<file path="config.mk">
export PLATFORM = sky130hd
export DESIGN_NAME = square_motion_ctrl
export DESIGN_NICKNAME = d
export VERILOG_FILES = /design/src/rtl/square_motion_ctrl.sv
export SDC_FILE = /design/constraint.sdc
export NUM_CORES = 1
export LEC_CHECK = 0
export ABC_AREA = 0
export CORE_ASPECT_RATIO = 1.5
export CORE_UTILIZATION = 52
export DETAILED_ROUTE_END_ITERATION = 16
export PLACE_DENSITY_LB_ADDON = 0.15
export SLEW_MARGIN = 25
export SYNTH_ARGS = -nofsm -noshare
export SYNTH_HDL_FRONTEND = slang
export SYNTH_SLANG_ARGS = --single-unit
</file>
<file path="constraint.sdc">
create_clock -name clk -period 5.45 [get_ports clk]
set_clock_uncertainty 0.2 [all_clocks]
set_input_delay 0.8175 -clock clk [delete_from_list [all_inputs] [get_ports clk]]
set_output_delay 0.8175 -clock clk [all_outputs]
set_load 0.1 [all_outputs]
</file>
<file path="src/rtl/square_motion_ctrl.sv">
// square_motion_ctrl
//   Per-frame jump/gravity physics for the square's vertical position. All physics state
//   advances only on frame_tick with pause low, so square_y is stable across active video.
//
// Ports
//   clk          pixel clock
//   rst_n        asynchronous reset, active low
//   frame_tick   one-cycle pulse at the start of vertical blank
//   jump         jump button level (synchronised, debounced)
//   pause        freezes the physics while high
//   square_size  square edge length in pixels
//   square_y     top edge of the square (registered)
//   vel          signed velocity in pixels/frame, downward positive (registered)
//   on_floor     high while the square rests on the floor (registered)
//   hit_ceil     one-cycle pulse after the tick on which the ceiling clamp occurred

module square_motion_ctrl #(
    parameter int COORD_W  = 10,
    parameter int SIZE_W   = 6,
    parameter int VEL_W    = 8,
    parameter int SCREEN_H = 480,
    parameter int Y_INIT   = 200,
    parameter int GRAVITY  = 1,
    parameter int JUMP_V   = -9,
    parameter int VMAX     = 12
) (
    input  logic                    clk,
    input  logic                    rst_n,
    input  logic                    frame_tick,
    input  logic                    jump,
    input  logic                    pause,
    input  logic [SIZE_W-1:0]       square_size,
    output logic [COORD_W-1:0]      square_y,
    output logic signed [VEL_W-1:0] vel,
    output logic                    on_floor,
    output logic                    hit_ceil
);

    localparam int YW = COORD_W + 2;

    localparam logic signed [VEL_W-1:0] JumpVel = VEL_W'(JUMP_V);
    localparam logic signed [VEL_W-1:0] VmaxVel = VEL_W'(VMAX);
    localparam logic signed [VEL_W:0]   GravExt = (VEL_W + 1)'(GRAVITY);
    localparam logic signed [VEL_W:0]   VmaxExt = (VEL_W + 1)'(VMAX);
    localparam logic signed [YW-1:0]    ScreenH = YW'(SCREEN_H);
    localparam logic [COORD_W-1:0]      YInit   = COORD_W'(Y_INIT);

    typedef enum logic [1:0] {StIdle, StAir, StGround} state_e;

    state_e                    state_q, state_d;
    logic [COORD_W-1:0]        y_q, y_d;
    logic signed [VEL_W-1:0]   vel_q, vel_d;
    logic                      on_floor_q, on_floor_d;
    logic                      hit_ceil_q, hit_ceil_d;
    logic                      jump_q;
    logic                      jump_pend_q, jump_pend_d;

    logic                      jump_rise;
    logic                      step;
    logic signed [VEL_W:0]     vel_sum;
    logic signed [VEL_W-1:0]   vel_grav;
    logic signed [VEL_W-1:0]   vel_n;
    logic signed [YW-1:0]      y_n;
    logic signed [YW-1:0]      floor_lim;

    assign jump_rise = jump & ~jump_q;
    assign step      = frame_tick & ~pause;

    // One extra bit so VEL+GRAVITY cannot wrap before the terminal-velocity clamp.
    assign vel_sum  = $signed({vel_q[VEL_W-1], vel_q}) + GravExt;
    assign vel_grav = (vel_sum > VmaxExt) ? VmaxVel : vel_sum[VEL_W-1:0];
    assign vel_n    = jump_pend_q ? JumpVel : vel_grav;

    // Two guard bits: y_n may go negative or past the screen without wrapping.
    assign y_n       = $signed({2'b00, y_q}) + $signed({{(YW - VEL_W){vel_n[VEL_W-1]}}, vel_n});
    assign floor_lim = ScreenH - $signed({{(YW - SIZE_W){1'b0}}, square_size});

    always_comb begin
        state_d     = state_q;
        y_d         = y_q;
        vel_d       = vel_q;
        on_floor_d  = on_floor_q;
        hit_ceil_d  = 1'b0;
        jump_pend_d = jump_pend_q;

        if (step) begin
            // The tick always consumes the pending jump, used or not.
            jump_pend_d = 1'b0;
            unique case (state_q)
                StIdle: begin
                    if (jump_pend_q) begin
                        vel_d   = JumpVel;
                        state_d = StAir;
                    end
                end
                StAir: begin
                    // Floor first: with a tiny play field both limits can be hit at once.
                    if (y_n >= floor_lim) begin
                        y_d        = floor_lim[COORD_W-1:0];
                        vel_d      = '0;
                        on_floor_d = 1'b1;
                        state_d    = StGround;
                    end else if (y_n[YW-1] || (y_n == '0)) begin
                        y_d        = '0;
                        vel_d      = '0;
                        hit_ceil_d = 1'b1;
                    end else begin
                        y_d   = y_n[COORD_W-1:0];
                        vel_d = vel_n;
                    end
                end
                StGround: begin
                    // Re-clamp so a square_size change moves the resting square.
                    y_d        = floor_lim[COORD_W-1:0];
                    on_floor_d = 1'b1;
                    if (jump_pend_q) begin
                        vel_d      = JumpVel;
                        on_floor_d = 1'b0;
                        state_d    = StAir;
                    end
                end
                default: state_d = StIdle;
            endcase
        end

        // A same-cycle edge is latched after the tick used the old pending flag.
        if (jump_rise && !pause) begin
            jump_pend_d = 1'b1;
        end
    end

    always_ff @(posedge clk or negedge rst_n) begin
        if (!rst_n) begin
            state_q     <= StIdle;
            y_q         <= YInit;
            vel_q       <= '0;
            on_floor_q  <= 1'b0;
            hit_ceil_q  <= 1'b0;
            jump_q      <= 1'b0;
            jump_pend_q <= 1'b0;
        end else begin
            state_q     <= state_d;
            y_q         <= y_d;
            vel_q       <= vel_d;
            on_floor_q  <= on_floor_d;
            hit_ceil_q  <= hit_ceil_d;
            jump_q      <= jump;
            jump_pend_q <= jump_pend_d;
        end
    end

    assign square_y = y_q;
    assign vel      = vel_q;
    assign on_floor = on_floor_q;
    assign hit_ceil = hit_ceil_q;

endmodule

</file>
=== Word-level counts from Yosys, hierarchy flattened ===
Cells that the tools add are included.

* $lt $le $gt $ge: 2
* Reductions and logical operators: 13
* Muxes and demuxes: 21
* Eq/ne operators: 4
* Bitwise gates (word level): 4
* $add $sub $neg: 3

{| class="wikitable"
|+ Operators with widths
! operator !! count
|-
| $mux 8 || 5
|-
| $mux 10 || 2
|-
| $pmux 10 s2 || 1
|-
| $pmux 8 s2 || 1
|-
| $add 11x8->12 || 1
|-
| $ge 12x10->1 || 1
|-
| $logic_not 12->1 || 1
|-
| $sub 9x6->10 const A || 1
|-
| $add 8x2->9 const B || 1
|-
| $gt 9x5->1 const B || 1
|-
| $reduce_and 3->1 || 3
|-
| $mux 1 || 8
|-
| $reduce_bool 2->1 || 3
|-
| $mux 2 || 2
|-
| $pmux 2 s2 || 1
|-
| $and 1x1->1 || 2
|-
| $eq 2x1->1 const B || 1
|-
| $eq 2x2->1 const B || 1
|-
| $logic_not 2->1 || 1
|-
| $ne 2x1->1 const B || 1
|-
| $ne 2x2->1 const B || 1
|-
| $not 1->1 || 2
|-
| $pmux 1 s2 || 1
|-
| $reduce_and 2->1 || 1
|-
| other kinds (4) || 4
|}

* Input bits: 11
* Register bits after elaboration: 24

=== Logic depth before layout (Yosys ltp) ===
Gate-level depths: netlist of the first run.

* Word-level depth: 11
* Depth in mapped cells: 24
* Depth with buffers taken out: 24

=== Worst setup path after synthesis of the first run ===
OpenSTA, ideal clock, no wires.

* Path type: reg2reg
* Start point: register vel_q[0], in the netlist vel[0]
* End point: register y_q[4], in the netlist square_y[4]
* Period minus slack after synthesis: 5.899 ns
* Data required time: 5.124 ns
* Cell stages (with the launch flop): 25
* Buffers on the path: 0
* Setup time: 0.126 ns
* Arrival time: 5.573 ns
* Setup slack: -0.449 ns
* Cells stage by stage: dfrtp_1 > ha_1 > and2b_2 > a21oi_1 > or3b_1 > a41oi_2 > nor2_1 > nor2_1 > inv_1 > ha_1 > fa_1 > a211oi_1 > nor2_1 > a21o_1 > o2111ai_1 > nand4_1 > ha_1 > o21ai_0 > a31oi_1 > or3_1 > o211ai_2 > o211ai_2 > a21o_4 > nor3b_2 > a221o_1

* Longest elaborated chain between the ends: 10

{| class="wikitable"
|+ Ends and longest elaborated chain
! what !! RTL line !! RTL
|-
| start: declaration || 52 || <nowiki>logic signed [VEL_W-1:0] vel_q, vel_d;</nowiki>
|-
| start signal: assignment || 144 || <nowiki>vel_q <= vel_d;</nowiki>
|-
| $add 8x2->9 (*) || 70 || <nowiki>assign vel_sum = $signed({vel_q[VEL_W-1], vel_q}) + GravExt;</nowiki>
|-
| $gt 9x5->1 || 71 || <nowiki>assign vel_grav = (vel_sum > VmaxExt) ? VmaxVel : vel_sum[VEL_W-1:0];</nowiki>
|-
| $mux 8 (*) || 71 ||
|-
| $mux 8 (*) || 72 || <nowiki>assign vel_n = jump_pend_q ? JumpVel : vel_grav;</nowiki>
|-
| $add 11x8->12 (*) || 75 || <nowiki>assign y_n = $signed({2'b00, y_q}) + $signed({{(YW - VEL_W){vel_n[VEL_W-1]}}, vel_n});</nowiki>
|-
| parallel branches: the longest is 3 deep, another holds $ge 12x10->1 || -- ||
|-
| $mux 10 (*) || 98 || <nowiki>if (y_n >= floor_lim) begin</nowiki>
|-
| $pmux 10 s2 (*) || 89 || <nowiki>unique case (state_q)</nowiki>
|-
| end signal: assignment || 135 || <nowiki>y_q <= YInit;</nowiki>
|-
| end signal: assignment || 143 || <nowiki>y_q <= y_d;</nowiki>
|-
| end: declaration || 51 || <nowiki>logic [COORD_W-1:0] y_q, y_d;</nowiki>
|}

Mark *: on every way between the ends.
A chain may end at the register's enable or synchronous reset.

=== Worst setup path after layout of the first run ===
Same ends and word-level chain as after synthesis.

==> flow_summary.ini, run 1 <==
[run_status]
status = completed

[placed_design]
dpl_cell_area_um2 = 3331
place_ws_ns = -0.007320
port-buffer-count = 30
place_congestion = 0.9660
place_hpwl_um = 6132

[worst_setup_path]
r2r-end = square_y[4]$_DFFE_PN0P_
worstPathArrival_ns = 5.36
crit_fanout = 7
r2r_start = vel[0]$_DFFE_PN0P_
required_ns = 5.43
cp-start-kind = flip-flop
end_kind = flip-flop
ff2ff_path_depth = 24
critPathKind = reg2reg
rrSetupSlack_ns = 0.07

[route]
antenna_left = 0
route.detailed.drc = 0
wire_per_inst_um = 17.73
vias = 2808
drt_first_iter_violations = 123
routed_wirelength_um = 7907
drtPass1Iterations = 4
via_per_inst = 6.296

[clock_tree]
cts_num_sinks = 24
h-tree-depth = 1
root_buffer = clkbuf_8
cts_buffers = 3
clk_latency_ns = 0.28
clk_pin_slew_ns = 0.10
tritoncts = done
clockBufferDepth = 2

[hold_path]
hold_class = reg2reg
min_path_cells = 2
min_to = square_y[7]$_DFFE_PN1P_
min-delay-start = square_y[7]$_DFFE_PN1P_

[layout]
regArea_um2 = 618.1
syn_to_final_growth_pct = 20.79
antennaDiodeCount = 0
multi_input_area_um2 = 2193
nFillCells = 447
fin_nets = 414
postLayoutCellArea_um2 = 3490
drive_above_1_share_pct = 24.87

[yosys]
synth.distinct_cells = 86
synth_area_leaders = dfrtp_1, ha_1, a21oi_1
synth_common_cells = nand2_1, a21oi_1, nor2_1
yosys_warnings = 0
yosysTopAreaCell = dfrtp_1
ys_ff_latch = 24
synth_fp_nets = 370
synth_top_area_share_pct = 18.19
async_flop_share_pct = 100.0
synth_area_per_cell_um2 = 8.624
synth_edf_count = 0
yosysMostFrequentCell = nand2_1
synthCells = 335
syn-cell-area_um2 = 2889
yosysSeqAreaShare_pct = 20.92
synth-main-ff-cell = dfrtp_1

[global_route]
grt_pass1_wl_um = 12630
antenna_found_initial = 0
grt_max_degree = 25
grt_util_all_layers_pct = 27.43
grt_pass1_vias = 2636
overflow = 0

[sta]
hold_slack_ns = 0.3135
post-route-period-util_pct = 98.78
fmax_mhz = 185.8
tightest_slew_ns = 0.9705
worst_slack_ns = 0.06653
rsz0062_at_grt = yes
final_hold_viol_count = 0
maxSlewViolCount = 0
min_period_ns = 5.383
maxSlewHeadroom_pct = 35.10
setup_viol = 0

[floorplanning]
core_um2 = 5245
fp.dieArea_um2 = 5864
die_y_um = 93.29
boundaryPins = 31
die_x_um = 62.86
fp-row-count = 32
start_util_pct = 55.08

[job]
drv_cap = 0
==> layer usage <==
layer,part of all wire (%),global-route usage [%],up-vias
li1,-,-,1348
met1,40,31.84,1354
met2,53,51.25,86
met3,3.9,2.195,20
met4,2.9,10.27,0
met5,0,0,-
==> cells by family after synthesis <==
| logic type | synth area share [%] |
|---|---|
| DFF | 20.92 |
| AOI/OAI and AO/OA | 28.67 |
| adders and majority gates | 10.65 |
| muxes | 2.382 |
| buffers and inverters | 5.240 |
| xor gates and xnor gates | 5.760 |
| and+or+nand+nor | 26.38 |
==> worst max-delay path by stage <==
stage | start | end | slack (ns)
after floorplan | vel[0]$_DFFE_PN0P_ | square_y[4]$_DFFE_PN0P_ | 0.01
after global placement | vel[0]$_DFFE_PN0P_ | square_y[5]$_DFFE_PN0P_ | 0.13
after detailed placement | vel[0]$_DFFE_PN0P_ | square_y[4]$_DFFE_PN0P_ | -0.007
after CTS | vel[0]$_DFFE_PN0P_ | square_y[5]$_DFFE_PN0P_ | 0.003
after global routing | vel[0]$_DFFE_PN0P_ | square_y[5]$_DFFE_PN0P_ | -0.18
final | vel[0]$_DFFE_PN0P_ | square_y[4]$_DFFE_PN0P_ | 0.07
==> layout make-up <==
class / count / share of cell area [%]
Multi-Input combinational cell: 282 / 62.85
Clock buffer: 3 / 1.183
Sequential cell: 24 / 17.71
Timing Repair Buffer: 51 / 13.12
Inverter: 17 / 1.829
Clock inverter: 1 / 0.8605
Tap cell: 68 / 2.438
==> sequential cells by signal, summed over array words and instances (netlist names) <==
name,cells
on_floor,1
state_q,2
hit_ceil,1
vel,8
jump_q,1
jump_pend_q,1
square_y,10
==> layout by cell type (no fill, tap or decap), types with 3 or more instances in the layout <==
| cell | count |
|---|---|
| ha_1 | 21 |
| inv_1 | 17 |
| a21o_1 | 3 |
| dfrtp_2 | 5 |
| o211ai_1 | 5 |
| a221o_1 | 4 |
| a211oi_2 | 3 |
| nand2_1 | 28 |
| nand3_1 | 14 |
| xor2_1 | 5 |
| o21ai_1 | 5 |
| nand4_1 | 8 |
| nor2_1 | 26 |
| nor4_1 | 4 |
| o211ai_2 | 3 |
| clkdlybuf4s50_1 | 30 |
| clkbuf_8 | 3 |
| a31oi_1 | 8 |
| xnor2_1 | 9 |
| and2_1 | 3 |
| nor3b_1 | 3 |
| or2_2 | 3 |
| dfrtp_1 | 14 |
| nor3_1 | 6 |
| o21ai_0 | 11 |
| nor3b_2 | 3 |
| a21oi_1 | 25 |
| dfstp_2 | 3 |
| nor2b_1 | 6 |
| o31ai_2 | 5 |
| buf_4 | 21 |
==> stage by stage <==
step	utilization, %	setup TNS, ns	std cells
after floorplan	-	0	335
after global placement	63.50	0	436
after detailed placement	63.50	-0.01331	436
after CTS	65.05	0	441
after global routing	66.53	-1.102	446
final	66.53	0	446
==> timing repair <==
item | CTS | global route
pin swaps | 1 | 15
endpoints found under the hold margin | 0 | 0
hold buffers | 0 | 0
resized for setup | 1 | 9
setup buffers | 1 | 5
endpoints found under the setup margin | 3 | 12
gates cloned | 0 | 0
==> critical path: stages, from the launching register on <==
cell	delay, ns
dfrtp_4	0.50
ha_4	0.18
and2b_2	0.25
a21oi_2	0.06
or3b_1	0.35
a41oi_2	0.24
nor2_1	0.06
nor2_1	0.12
inv_1	0.09
ha_4	0.17
fa_2	0.38
a211oi_2	0.29
nor2_2	0.08
a21o_1	0.20
nor2_1	0.12
xnor2_1	0.18
ha_1	0.32
o211ai_1	0.09
a31oi_1	0.12
or3_1	0.39
o211ai_2	0.08
o211ai_2	0.13
a21o_4	0.27
nor3b_2	0.15
a221o_1	0.26
Power of run 1 is not shown: default switching activity piles up to over one toggle a cycle in this logic, so the estimate is an artifact.
==> inputs of run 2 (changes only) <==
--- a/config.mk
+++ b/config.mk
@@ -9,7 +9,9 @@
 export CORE_ASPECT_RATIO = 1.5
 export CORE_UTILIZATION = 52
 export DETAILED_ROUTE_END_ITERATION = 16
+export GPL_ROUTABILITY_DRIVEN = 0
 export PLACE_DENSITY_LB_ADDON = 0.15
+export SETUP_SLACK_MARGIN = 0.2
 export SLEW_MARGIN = 25
 export SYNTH_ARGS = -nofsm -noshare
 export SYNTH_HDL_FRONTEND = slang
==> run 2 against run 1 <==
The flow now finishes with violations (setup timing). Sequential share of layout area decreased by 1.5 points. Flip-flop and latch count stayed put. First-iteration DRC count up 72%. Die area unchanged. Utilization rose by 6.1 points. Non-clock buffer count is 16 higher. Worst hold slack barely moved. Largest cell class unchanged.
==> flow_summary.ini, run 2 (same netlist as run 1, synthesis figures left out) <==
[floorplanning]
die_y_um = 93.29
boundaryPins = 31
die_x_um = 62.86
fp-row-count = 32
fp.dieArea_um2 = 5864
core_um2 = 5245
start_util_pct = 55.08

[hold_path]
min-delay-start = square_y[7]$_DFFE_PN1P_
min_path_cells = 2
hold_class = reg2reg

[clock_tree]
hold_buffers = 0
root_buffer = clkbuf_8
clk_pin_slew_ns = 0.10
cts_num_sinks = 24
clockBufferDepth = 2
h-tree-depth = 1
tritoncts = done
cts_buffers = 3
clk_latency_ns = 0.28

[global_route]
grt_pass1_wl_um = 14290
grt_util_all_layers_pct = 31.04
antenna_found_initial = 0
grt_pass1_vias = 2993
overflow = 0
grt_max_degree = 25

[layout]
mostFrequentLayoutCells = clkdlybuf4s50_1, buf_4, nand2_1, a21oi_1, nor2_1
antennaDiodeCount = 0
postLayoutCellArea_um2 = 3810
nFillCells = 387
largest_reg_flops = 10
fin_nets = 431
post-route-util_pct = 72.64
syn_to_final_growth_pct = 31.88
drive_above_1_share_pct = 33.92

[sta]
fin_tns_setup_ns = -0.06916
min_period_ns = 5.482
post-route-period-util_pct = 100.6
final_hold_viol_count = 0
maxSlewViolCount = 0
tightest_slew_ns = 0.9735
worst_slack_ns = -0.03245
maxSlewHeadroom_pct = 34.90
rsz0062_at_grt = yes
fmax_mhz = 182.4
setup_viol = 4

[worst_setup_path]
required_ns = 5.43
r2r_start = vel[0]$_DFFE_PN0P_
crit_path_start = vel[0]$_DFFE_PN0P_
crit_fanout = 7
end_kind = flip-flop
critPathKind = reg2reg
ff2ff_path_depth = 24
cp-start-kind = flip-flop
worstPathArrival_ns = 5.46

[placed_design]
dpl_cell_area_um2 = 3326
port-buffer-count = 30
place_ws_ns = 0.002297
place_hpwl_um = 6315

[route]
drtPass1Iterations = 5
via_per_inst = 6.747
routed_wirelength_um = 9403
antenna_left = 0
route.detailed.drc = 0
drt_first_iter_violations = 211
vias = 3124
wire_per_inst_um = 20.31

[run_status]
violations = setup timing
status = finished with violations

[job]
drv_cap = 0
==> run 2: area by class of cell <==
cell class / instances / area (um^2) / area share, %
clock buffers: 3 / 41.29 / 1.084
clock inverters: 1 / 30.03 / 0.7882
well taps: 68 / 85.08 / 2.233
flip-flops and latches: 24 / 618.1 / 16.22
inverters: 17 / 63.81 / 1.675
repair buffers: 67 / 604.3 / 15.86
multi-input cells: 283 / 2367 / 62.13
==> run 2: per-stage QoR <==
step                cells  hold slack, ns
global placement      434          0.2885
detailed placement    434          0.2993
floorplan             335          0.2850
CTS                   456          0.3164
global route          463          0.3911
finish                463          0.3132
==> run 2: worst paths after layout <==
kind,slack (ns),endpoint
max,-0.03,square_y[5]$_DFFE_PN0P_
min,0.31,square_y[7]$_DFFE_PN1P_
max reg2reg,-0.03,square_y[5]$_DFFE_PN0P_
min reg2reg,0.31,square_y[7]$_DFFE_PN1P_
max in group asynchronous,4.04,square_y[3]$_DFFE_PN1P_
min in group asynchronous,0.71,jump_q$_DFF_PN0_
==> run 2: repair_timing <==
action / 4_1_cts / 5_1_grt
pin swaps: 16 / 32
resized for setup: 6 / 43
cloned: 1 / 0
buffers inserted: 17 / 7
setup endpoints to repair: 11 / 21
==> run 2: routing by layer <==
| layer | GRT usage, % | wire length, um |
|---|---|---|
| met5 | 0 | 0 |
| met4 | 23.26 | 724 |
| met3 | 4.024 | 563 |
| met2 | 52.96 | 4694 |
| met1 | 34.81 | 3421 |
==> run 2: critical path: stages, from the launching register on <==
cell and delay (ns):
dfrtp_4 0.51, ha_4 0.17, and2b_2 0.22, a21oi_2 0.05, or3b_1 0.36, a41oi_2 0.23
nor2_1 0.09, nor2_2 0.18, inv_2 0.08, ha_4 0.17, fa_2 0.41, a211oi_4 0.30
nor2_2 0.06, a21o_1 0.21, o2111ai_2 0.22, nand4_1 0.16, ha_1 0.34, nand4_1 0.13
nor2_2 0.07, or3_1 0.31, o211ai_2 0.09, o211ai_2 0.14, a21o_4 0.27, nor3b_2 0.15
a221o_1 0.26
Power of run 2 is left out for the same reason.
==> inputs of run 3 (changes only) <==
--- a/config.mk
+++ b/config.mk
@@ -10,6 +10,7 @@
 export CORE_UTILIZATION = 52
 export DETAILED_ROUTE_END_ITERATION = 16
 export GPL_ROUTABILITY_DRIVEN = 0
+export GPL_TIMING_DRIVEN = 0
 export PLACE_DENSITY_LB_ADDON = 0.15
 export SETUP_SLACK_MARGIN = 0.2
 export SLEW_MARGIN = 25
==> run 3 against run 2 <==
The flow still finishes with violations (setup timing). Worst hold slack got worse by 0.014 ns. Final cell count rose by 0.22%. Cell area barely moved. Critical path type unchanged. Largest cell class unchanged. Worst setup slack got worse by 0.066 ns. Critical endpoint is now square_y[4]$_DFFE_PN0P_. Sequential share of layout area barely moved. Non-clock buffer count rose by 2. Register-to-register slack got worse by 0.07 ns. Count of clock-buffer cells in the layout did not move. Highest routed layer unchanged. Via count fell by 7.0%.
==> flow_summary.ini, run 3 (same netlist as run 1, synthesis figures left out) <==
[placed_design]
dpl.cell_count = 433
place_hpwl_um = 6165
port-buffer-count = 30

[worst_setup_path]
critPathKind = reg2reg
crit_buf_inv = 1
cp-start-kind = flip-flop
crit_path_cell_trace = ha_4 > and2b_2 > a21oi_2 > or3b_4 > a41oi_4 > nor2_2 > nor2_2 > inv_2 > ha_4 > fa_2 > a211oi_4 > nor2_2 > a21o_1 > o2111ai_2 > nand4_1 > ha_4 > o21ai_2 > a31oi_1 > or3_1 > o211ai_2 > o211ai_2 > a21o_4 > nor3b_4 > a221o_1
r2r_start = vel[1]$_DFFE_PN0P_
worstPathArrival_ns = 5.52
end_kind = flip-flop
crit_fanout = 6
required_ns = 5.42
cpMaxStageDelayCell = dfrtp_4
slowest_delay_ns = 0.52
crit_path_start = vel[1]$_DFFE_PN0P_
critPathTopFamily = compound AO/OA/AOI/OAI gates

[sta]
setup_viol = 16
final_hold_viol_count = 0
post-route-period-util_pct = 101.8
min_period_ns = 5.548
fmax_mhz = 180.2
maxSlewViolCount = 0
tightest_slew_ns = 0.9701
rsz0062_at_grt = yes
maxSlewHeadroom_pct = 35.13
worst_slack_ns = -0.09814

[route]
antenna_left = 0
drt_first_iter_violations = 190
via_per_inst = 6.259
drtPass1Iterations = 4
route.detailed.drc = 0
vias = 2904
wire_per_inst_um = 18.41
routed_wirelength_um = 8543

[global_route]
antenna_found_initial = 0
grt_pass1_vias = 2843
grt_pass1_wl_um = 13430
overflow = 0
grt_max_degree = 25
grt_util_all_layers_pct = 29.17

[run_status]
violations = setup timing
status = finished with violations

[layout]
fin_cells = 464
antennaDiodeCount = 0
largest_reg_flops = 10
fin_nets = 432
final_common_cell = clkdlybuf4s50_1
mostFrequentLayoutCells = clkdlybuf4s50_1, buf_4, nand2_1, nor2_1, a21oi_1
nFillCells = 401
drive_above_1_share_pct = 34.09
syn_to_final_growth_pct = 31.83

[floorplanning]
die_x_um = 62.86
start_util_pct = 55.08
core_um2 = 5245
boundaryPins = 31
fp.dieArea_um2 = 5864
die_y_um = 93.29
fp-row-count = 32

[clock_tree]
clk_pin_slew_ns = 0.09
clk_latency_ns = 0.28
clockBufferDepth = 2
cts_buffers = 3
hold_buffers = 0
h-tree-depth = 1
tritoncts = done
cts_num_sinks = 24
root_buffer = clkbuf_8

[hold_path]
min-delay-start = square_y[7]$_DFFE_PN1P_
hold_class = reg2reg

[job]
drv_cap = 0
run 3: cell count changes in the layout (fill, tap and decap cells not counted), moves of 3 or more:
cell,previous run,this run
a21oi_2,3,7
a21oi_1,22,19
buf_4,30,26
o21ai_2,5,2
clkbuf_1,0,6
o21ai_1,3,7
run 3: path summary, 6_finish.rpt:
| kind | end | slack, ns | depth (start not counted) |
|---|---|---|---|
| setup / recovery | square_y[4]$_DFFE_PN0P_ | -0.1 | 24 |
| hold / removal | square_y[7]$_DFFE_PN1P_ | 0.30 | 2 |
| setup reg to reg | square_y[4]$_DFFE_PN0P_ | -0.1 | 24 |
| hold reg to reg | square_y[7]$_DFFE_PN1P_ | 0.30 | 2 |
| max in group asynchronous | vel[1]$_DFFE_PN0P_ | 4.32 | 1 |
| min in group asynchronous | jump_q$_DFF_PN0_ | 0.32 | 1 |
run 3: tightest hold or removal path: stages (launching register included):
cell and delay, ns:
dfstp_2 0.39, nand2_1 0.05, o21ai_1 0.06
run 3: metal layers:
layer  part of all wire (%)  routed length (um)  global-route usage (%)  vias to the layer above
li1                       -                   -                       -                     1379
met2                     55                4685                   54.93                       83
met1                     38                3282                   32.04                     1418
met3                    2.9                 247                   2.683                       24
met5                      0                   0                       0                        -
met4                    3.8                 327                   14.15                        0
run 3: cell type report:
| class | instances | area, um^2 | area share, % |
|---|---|---|---|
| plain buffers | 12 | 87.58 | 2.300 |
| clock buffers | 3 | 41.29 | 1.084 |
| clock inverters | 1 | 30.03 | 0.7884 |
| inverters | 17 | 63.81 | 1.675 |
| multi-input cells | 282 | 2374 | 62.32 |
| flip-flops and latches | 24 | 618.1 | 16.23 |
| well taps | 68 | 85.08 | 2.234 |
| repair buffers | 57 | 509.2 | 13.37 |
run 3: repair_timing:
item                                   in CTS  in global routing
setup buffers                              18                  9
setup endpoints to repair                  20                 21
endpoints found under the hold margin       0                  0
pin swaps                                  19                 29
gates resized for setup                    19                 31
run 3: through the flow:
step	area, um^2	setup slack (ns)	hold WS [ns]	util [%]	TNS, ns
after CTS	3591	-0.1194	0.3020	68.46	-0.6584
after global placement	3316	-0.3877	0.2835	63.22	-3.161
after floorplan	2930	0.08451	0.2850	-	0
after detailed placement	3311	-0.4260	0.3109	63.12	-3.732
after global routing	3809	-0.2774	0.3270	72.61	-4.102
final	3809	-0.09814	0.2996	72.61	-0.6888
Power of run 3 is left out for the same reason.
